## src/rtl/module_alu_sequencer.sv

```systemverilog
// Multi-precision sequencer: runs a WORDS*N-bit add/sub/and/or through an external N-bit ALU, one slice per cycle, LS slice first.
// Latency: WORDS+1 cycles from accepted start to done_o. An unsupported opcode completes in 1 cycle with err_o set.
// Backpressure: ready_o gates start_i. It is high in IDLE, and also in DONE when ALU_SEQ_BACK2BACK_EN is defined.
//
// Ports:
//   clk_i, rst_n_i            : clock (rising edge), asynchronous active-low reset
//   start_i / ready_o         : command handshake; op_i, a_i, b_i, carry_in_i are sampled on acceptance
//   alu_a_o, alu_b_o,
//   alu_flag_o, alu_ctrl_o    : drive the ALU slice inputs while executing, 0 otherwise
//   alu_result_i, alu_carry_i,
//   alu_zero_i                : ALU slice outputs
//   result_o, carry_o,
//   zero_o, err_o             : final results, held until the next accepted command
//   done_o                    : one-cycle completion pulse
//
// Optional feature macro: ALU_SEQ_BACK2BACK_EN. It allows accepting a new command in DONE, which removes the idle bubble.

module module_alu_sequencer #(
  parameter int N     = 4,
  parameter int WORDS = 4
) (
  input  logic                 clk_i,
  input  logic                 rst_n_i,
  input  logic                 start_i,
  output logic                 ready_o,
  input  logic [3:0]           op_i,
  input  logic [N*WORDS-1:0]   a_i,
  input  logic [N*WORDS-1:0]   b_i,
  input  logic                 carry_in_i,
  output logic [N-1:0]         alu_a_o,
  output logic [N-1:0]         alu_b_o,
  output logic                 alu_flag_o,
  output logic [3:0]           alu_ctrl_o,
  input  logic [N-1:0]         alu_result_i,
  input  logic                 alu_carry_i,
  input  logic                 alu_zero_i,
  output logic [N*WORDS-1:0]   result_o,
  output logic                 carry_o,
  output logic                 zero_o,
  output logic                 err_o,
  output logic                 done_o
);

  localparam int W  = N * WORDS;
  localparam int IW = (WORDS > 1) ? $clog2(WORDS) : 1;
  localparam logic [IW-1:0] LAST_IDX = IW'(WORDS - 1);

  localparam logic [3:0] OP_OR  = 4'b0000;
  localparam logic [3:0] OP_AND = 4'b0001;
  localparam logic [3:0] OP_SUB = 4'b0010;
  localparam logic [3:0] OP_ADD = 4'b0011;

  typedef enum logic [1:0] {
    IDLE = 2'd0,
    EXEC = 2'd1,
    DONE = 2'd2
  } state_t;

  state_t        state_q, state_d;
  logic [3:0]    op_q;
  logic [W-1:0]  a_q, b_q;
  logic [W-1:0]  res_q, res_next;
  logic [IW-1:0] idx_q;
  logic          flag_q;
  logic          zacc_q;
  logic          accept;
  logic          op_in_valid;
  logic          op_in_arith;
  logic          op_q_arith;
  logic          flag_next;

  // The four supported opcodes are exactly those with the top two bits clear.
  // Bit 1 then separates add/sub (carry chained) from and/or (no carry).
  assign op_in_valid = (op_i[3:2] == 2'b00);
  assign op_in_arith = op_in_valid && (op_i == OP_ADD || op_i == OP_SUB);
  assign op_q_arith  = (op_q == OP_ADD) || (op_q == OP_SUB);
  assign flag_next   = op_q_arith ? alu_carry_i : 1'b0;

  // Result image with the current slice merged in. On the final slice, result_o is loaded from this value.
  always_comb begin
    res_next = res_q;
    res_next[idx_q*N +: N] = alu_result_i;
  end

  // State register
  always_ff @(posedge clk_i or negedge rst_n_i) begin
    if (!rst_n_i) begin
      state_q <= IDLE;
    end else begin
      state_q <= state_d;
    end
  end

  // Next state, handshake and ALU drive
  always_comb begin
    state_d    = state_q;
    ready_o    = 1'b0;
    done_o     = 1'b0;
    accept     = 1'b0;
    alu_a_o    = '0;
    alu_b_o    = '0;
    alu_flag_o = 1'b0;
    alu_ctrl_o = 4'b0000;
    case (state_q)
      IDLE: begin
        ready_o = 1'b1;
        if (start_i) begin
          accept  = 1'b1;
          state_d = op_in_valid ? EXEC : DONE;
        end
      end
      EXEC: begin
        alu_a_o    = a_q[idx_q*N +: N];
        alu_b_o    = b_q[idx_q*N +: N];
        alu_flag_o = flag_q;
        alu_ctrl_o = op_q;
        if (idx_q == LAST_IDX) begin
          state_d = DONE;
        end
      end
      DONE: begin
        done_o  = 1'b1;
        state_d = IDLE;
`ifdef ALU_SEQ_BACK2BACK_EN
        ready_o = 1'b1;
        if (start_i) begin
          accept  = 1'b1;
          state_d = op_in_valid ? EXEC : DONE;
        end
`endif
      end
      default: begin
        state_d = IDLE;
      end
    endcase
  end

  // Datapath: operand latch, slice accumulation and final result registers
  always_ff @(posedge clk_i or negedge rst_n_i) begin
    if (!rst_n_i) begin
      op_q     <= 4'b0000;
      a_q      <= '0;
      b_q      <= '0;
      res_q    <= '0;
      idx_q    <= '0;
      flag_q   <= 1'b0;
      zacc_q   <= 1'b0;
      result_o <= '0;
      carry_o  <= 1'b0;
      zero_o   <= 1'b0;
      err_o    <= 1'b0;
    end else if (accept) begin
      op_q   <= op_i;
      a_q    <= a_i;
      b_q    <= b_i;
      res_q  <= '0;
      idx_q  <= '0;
      flag_q <= op_in_arith ? carry_in_i : 1'b0;
      zacc_q <= 1'b1;
      // A bad opcode finishes here. The outputs are published now because no EXEC pass will follow.
      if (!op_in_valid) begin
        err_o    <= 1'b1;
        result_o <= '0;
        carry_o  <= 1'b0;
        zero_o   <= 1'b1;
      end
    end else if (state_q == EXEC) begin
      res_q  <= res_next;
      flag_q <= flag_next;
      zacc_q <= zacc_q & alu_zero_i;
      if (idx_q == LAST_IDX) begin
        idx_q    <= '0;
        result_o <= res_next;
        carry_o  <= flag_next;
        zero_o   <= zacc_q & alu_zero_i;
        err_o    <= 1'b0;
      end else begin
        idx_q <= idx_q + 1'b1;
      end
    end
  end

endmodule
```

## config.mk

```make
export PLATFORM = sky130hd
export DESIGN_NAME = module_alu_sequencer
export DESIGN_NICKNAME = d
export VERILOG_FILES = /design/src/rtl/module_alu_sequencer.sv
export SDC_FILE = /design/constraint.sdc
export NUM_CORES = 1
export LEC_CHECK = 0
export ABC_AREA = 1
export CAP_MARGIN = 20
export CORE_AREA = 4 4 96 98
export DETAILED_ROUTE_END_ITERATION = 6
export DIE_AREA = 0 0 100 102
export PLACE_DENSITY = 0.69
export SLEW_MARGIN = 40
export SYNTH_ARGS = -nofsm -noshare
export SYNTH_HDL_FRONTEND = slang
export SYNTH_SLANG_ARGS = --single-unit
export TNS_END_PERCENT = 30
```

## constraint.sdc

```tcl
create_clock -name clk_i -period 3.3 [get_ports clk_i]
set_input_delay 0.99 -clock clk_i [delete_from_list [all_inputs] [get_ports clk_i]]
set_output_delay 0.99 -clock clk_i [all_outputs]
set_load 0.005 [all_outputs]
```

==> flow_metrics.tcl <==
set metrics [dict create \
    status "finished, final reports clean" \
    crit_fanout 25 \
    syn2layout_area_growth_pct 27.4 \
    drive_gt1_share_pct 5.84 \
    io_pins 80 \
    fp.dieH_microns 102 \
    avgSynthCellArea_sq_um 7.85 \
    worst_pin_slew_ns 0.684 \
    cp_slowest_cell "clkdlybuf4s50_1" \
    worstHoldStart "result_o[13]$_DFFE_PN0P_" \
    report.final.slew_viol_count 0 \
    antenna_left 0 \
    post_drt_wl_per_cell_microns 13.0 \
    yosysWarnings 0 \
    worstSetupStartpointType "flop" \
    synth-seq-cells 77 \
    cts_hold_buf 0 \
    clkLatencyLatePin_ns 0.35 \
    n_antenna_cell 0 \
    synth_area_leaders "dfrtp_1 (52%), nand2_1 (23%), o21ai_0 (4.8%)" \
    antenna_found_initial 0 \
    startpoint "idx_q[0]$_DFFE_PN0P_" \
    post-cts-setup-buffers 0 \
    hpwl_microns 5810 \
    r2r_start "idx_q[0]$_DFFE_PN0P_" \
    vias_per_cell 4.83 \
    cp-end-kind "primary output" \
    design_area_sq_mm 0.00468 \
    track_usage_pct 17.6 \
    synthArstFlopShare_pct 100 \
    netlist.area_leader.share_pct 52.4 \
    crit_path_cell_trace "buf_4 > nor2_1 > nor2_1 > o21ai_0 > a21oi_1 > clkdlybuf4s50_1" \
    relSlewSlack_pct 54.4 \
    grt_pass1_vias 3058 \
    cp_data_arrival_time_ns 2.06 \
    final.setup_skew_ns 0.0102 \
    synth_most_common_cell "nand2_1" \
    finalPower_uw 3340 \
    period_share_pct 92.3 \
    fin_hold_ws_ns 0.471 \
    crit_buf_inv 2 \
    synth_nets 520 \
    p_leak_uw 0.00238 \
    yosysSeqAreaShare_pct 52.4 \
    place_area_sq_mm 0.00447 \
    hp-class "reg -> reg" \
    cts_tree "yes" \
    synthCells 468 \
    rsz0062_at_grt "no" \
    cp_top_family "buffers and inverters" \
    rows 34 \
    required_ns 2.31 \
    cts_sinks 77 \
    grt_pass1_wl_microns 14400 \
    grt_max_degree 78 \
    tns_ns 0 \
    cts_max_path_buffers 2 \
    crit_top_cell "nor2_1" \
    clock.fmax_mhz 328 \
    grt_overflow_total 0 \
    fp.dieW_microns 100 \
    powerDensity_mw_per_mm2 713 \
    via_count 3167 \
    ir_drop_uv 292 \
    hold_viol 0 \
    critPathKind "reg -> out" \
    cts_root_buf "clkbuf_8" \
    nets 595 \
    max_cap_violations 0 \
    cts.clk_slew.worst_paths_ns 0.07 \
    ys.flop_type "dfrtp_1" \
    synth_area_sq_mm 0.00367 \
    design.core.area_sq_mm 0.00847 \
    netlist_top_cells_count "nand2_1 (230), dfrtp_1 (77), nor2_1 (43)" \
    fin_crit_ns 3.05 \
    max_stage_delay_ns 0.53 \
    cts.htree.levels 3 \
    cts_resized 0 \
    drc_errors 0 \
    gp_congestion 0.817 \
    drt_pre_antenna_iters 4 \
    cts_buffers 9 \
    synth.largest_area_cell "dfrtp_1" \
    port_buffers 79 \
    synth_edf_count 0 \
    setup_viol 0 \
    postRouteWirelength_microns 8500 \
    die-area_sq_mm 0.0102 \
    start_util_pct 43.4 \
    first_iter_violations 126 \
    ys_types 23 \
    final_core_utilization_pct 55.3 \
]
==> placed cells by master, fill, tap and decap left out, types with 2 or more instances in the layout <==
cell type / n
nand2_4: 2
ha_1: 6
o21ai_0: 35
o21ai_1: 5
clkbuf_8: 12
nand4_1: 2
clkdlybuf4s50_1: 78
buf_4: 3
nand3_1: 9
nor2_4: 2
inv_1: 20
nor2_1: 43
nand2_1: 230
dfrtp_1: 77
a21oi_1: 8
inv_2: 4
==> flip-flops by register name, indices dropped and copies added, names as in the netlist <==
register,count
b_q,16
res_q,16
state_q,2
op_q,4
carry_o,1
result_o,16
err_o,1
a_q,16
zero_o,1
idx_q,2
zacc_q,1
flag_q,1
==> metal layers <==
layer	vias to the layer above	GRT usage, %	part of all wire, %
li1	1586	-	-
met1	1469	23.2	45
met2	104	29.1	48
met3	8	4.37	6.2
met4	0	4.87	0.87
met5	-	0	0
==> cell type report <==
class                           count  area (sq um)
Timing Repair Buffer               82           815
Clock buffer                       13           169
Multi-Input combinational cell    347          1490
Inverter                           26           103
Clock inverter                      3          42.5
Tap cell                          108           135
Sequential cell                    77          1930
Fill cell                         799          3780
==> final timing paths <==
check                                            to  slack, ns  cells past startpoint
min reg2reg                result_o[13]$_DFFE_PN0P_       0.47                      2
max in group asynchronous        b_q[9]$_DFFE_PN0P_       2.17                      1
max                                      alu_a_o[1]       0.25                      6
max reg2reg                   res_q[13]$_DFFE_PN0P_       1.21                      7
min                        result_o[13]$_DFFE_PN0P_       0.47                      2
min in group asynchronous        zero_o$_DFFE_PN0P_       0.66                      1
==> kinds of logic after synthesis <==
kind of cell / after synthesis / synth area share, %
adders and majority gates: 6 / 2.04
DFF: 77 / 52.4
and+or+nand+nor: 291 / 31.6
AOI/OAI and AO/OA: 50 / 6.95
buffers and inverters: 44 / 7.01
==> metrics by stage <==
stage	instances	setup WS, ns
6_report	656	0.254
5_1_grt	656	0.0985
4_1_cts	656	0.230
3_5_place_dp	640	0.609
3_3_place_gp	640	0.658
2_1_floorplan	468	1.25
==> report_power, final <==
| group | switching, uW | internal [uW] |
|---|---|---|
| clock network | 342 | 411 |
| logic | 739 | 460 |
| registers | 163 | 1220 |
==> worst min-delay path, stage by stage (launching register included) <==
cell and delay (ns):
dfrtp_1 0.35, nand2_1 0.05, nand2_1 0.04
(Power assumes the default switching activity.)
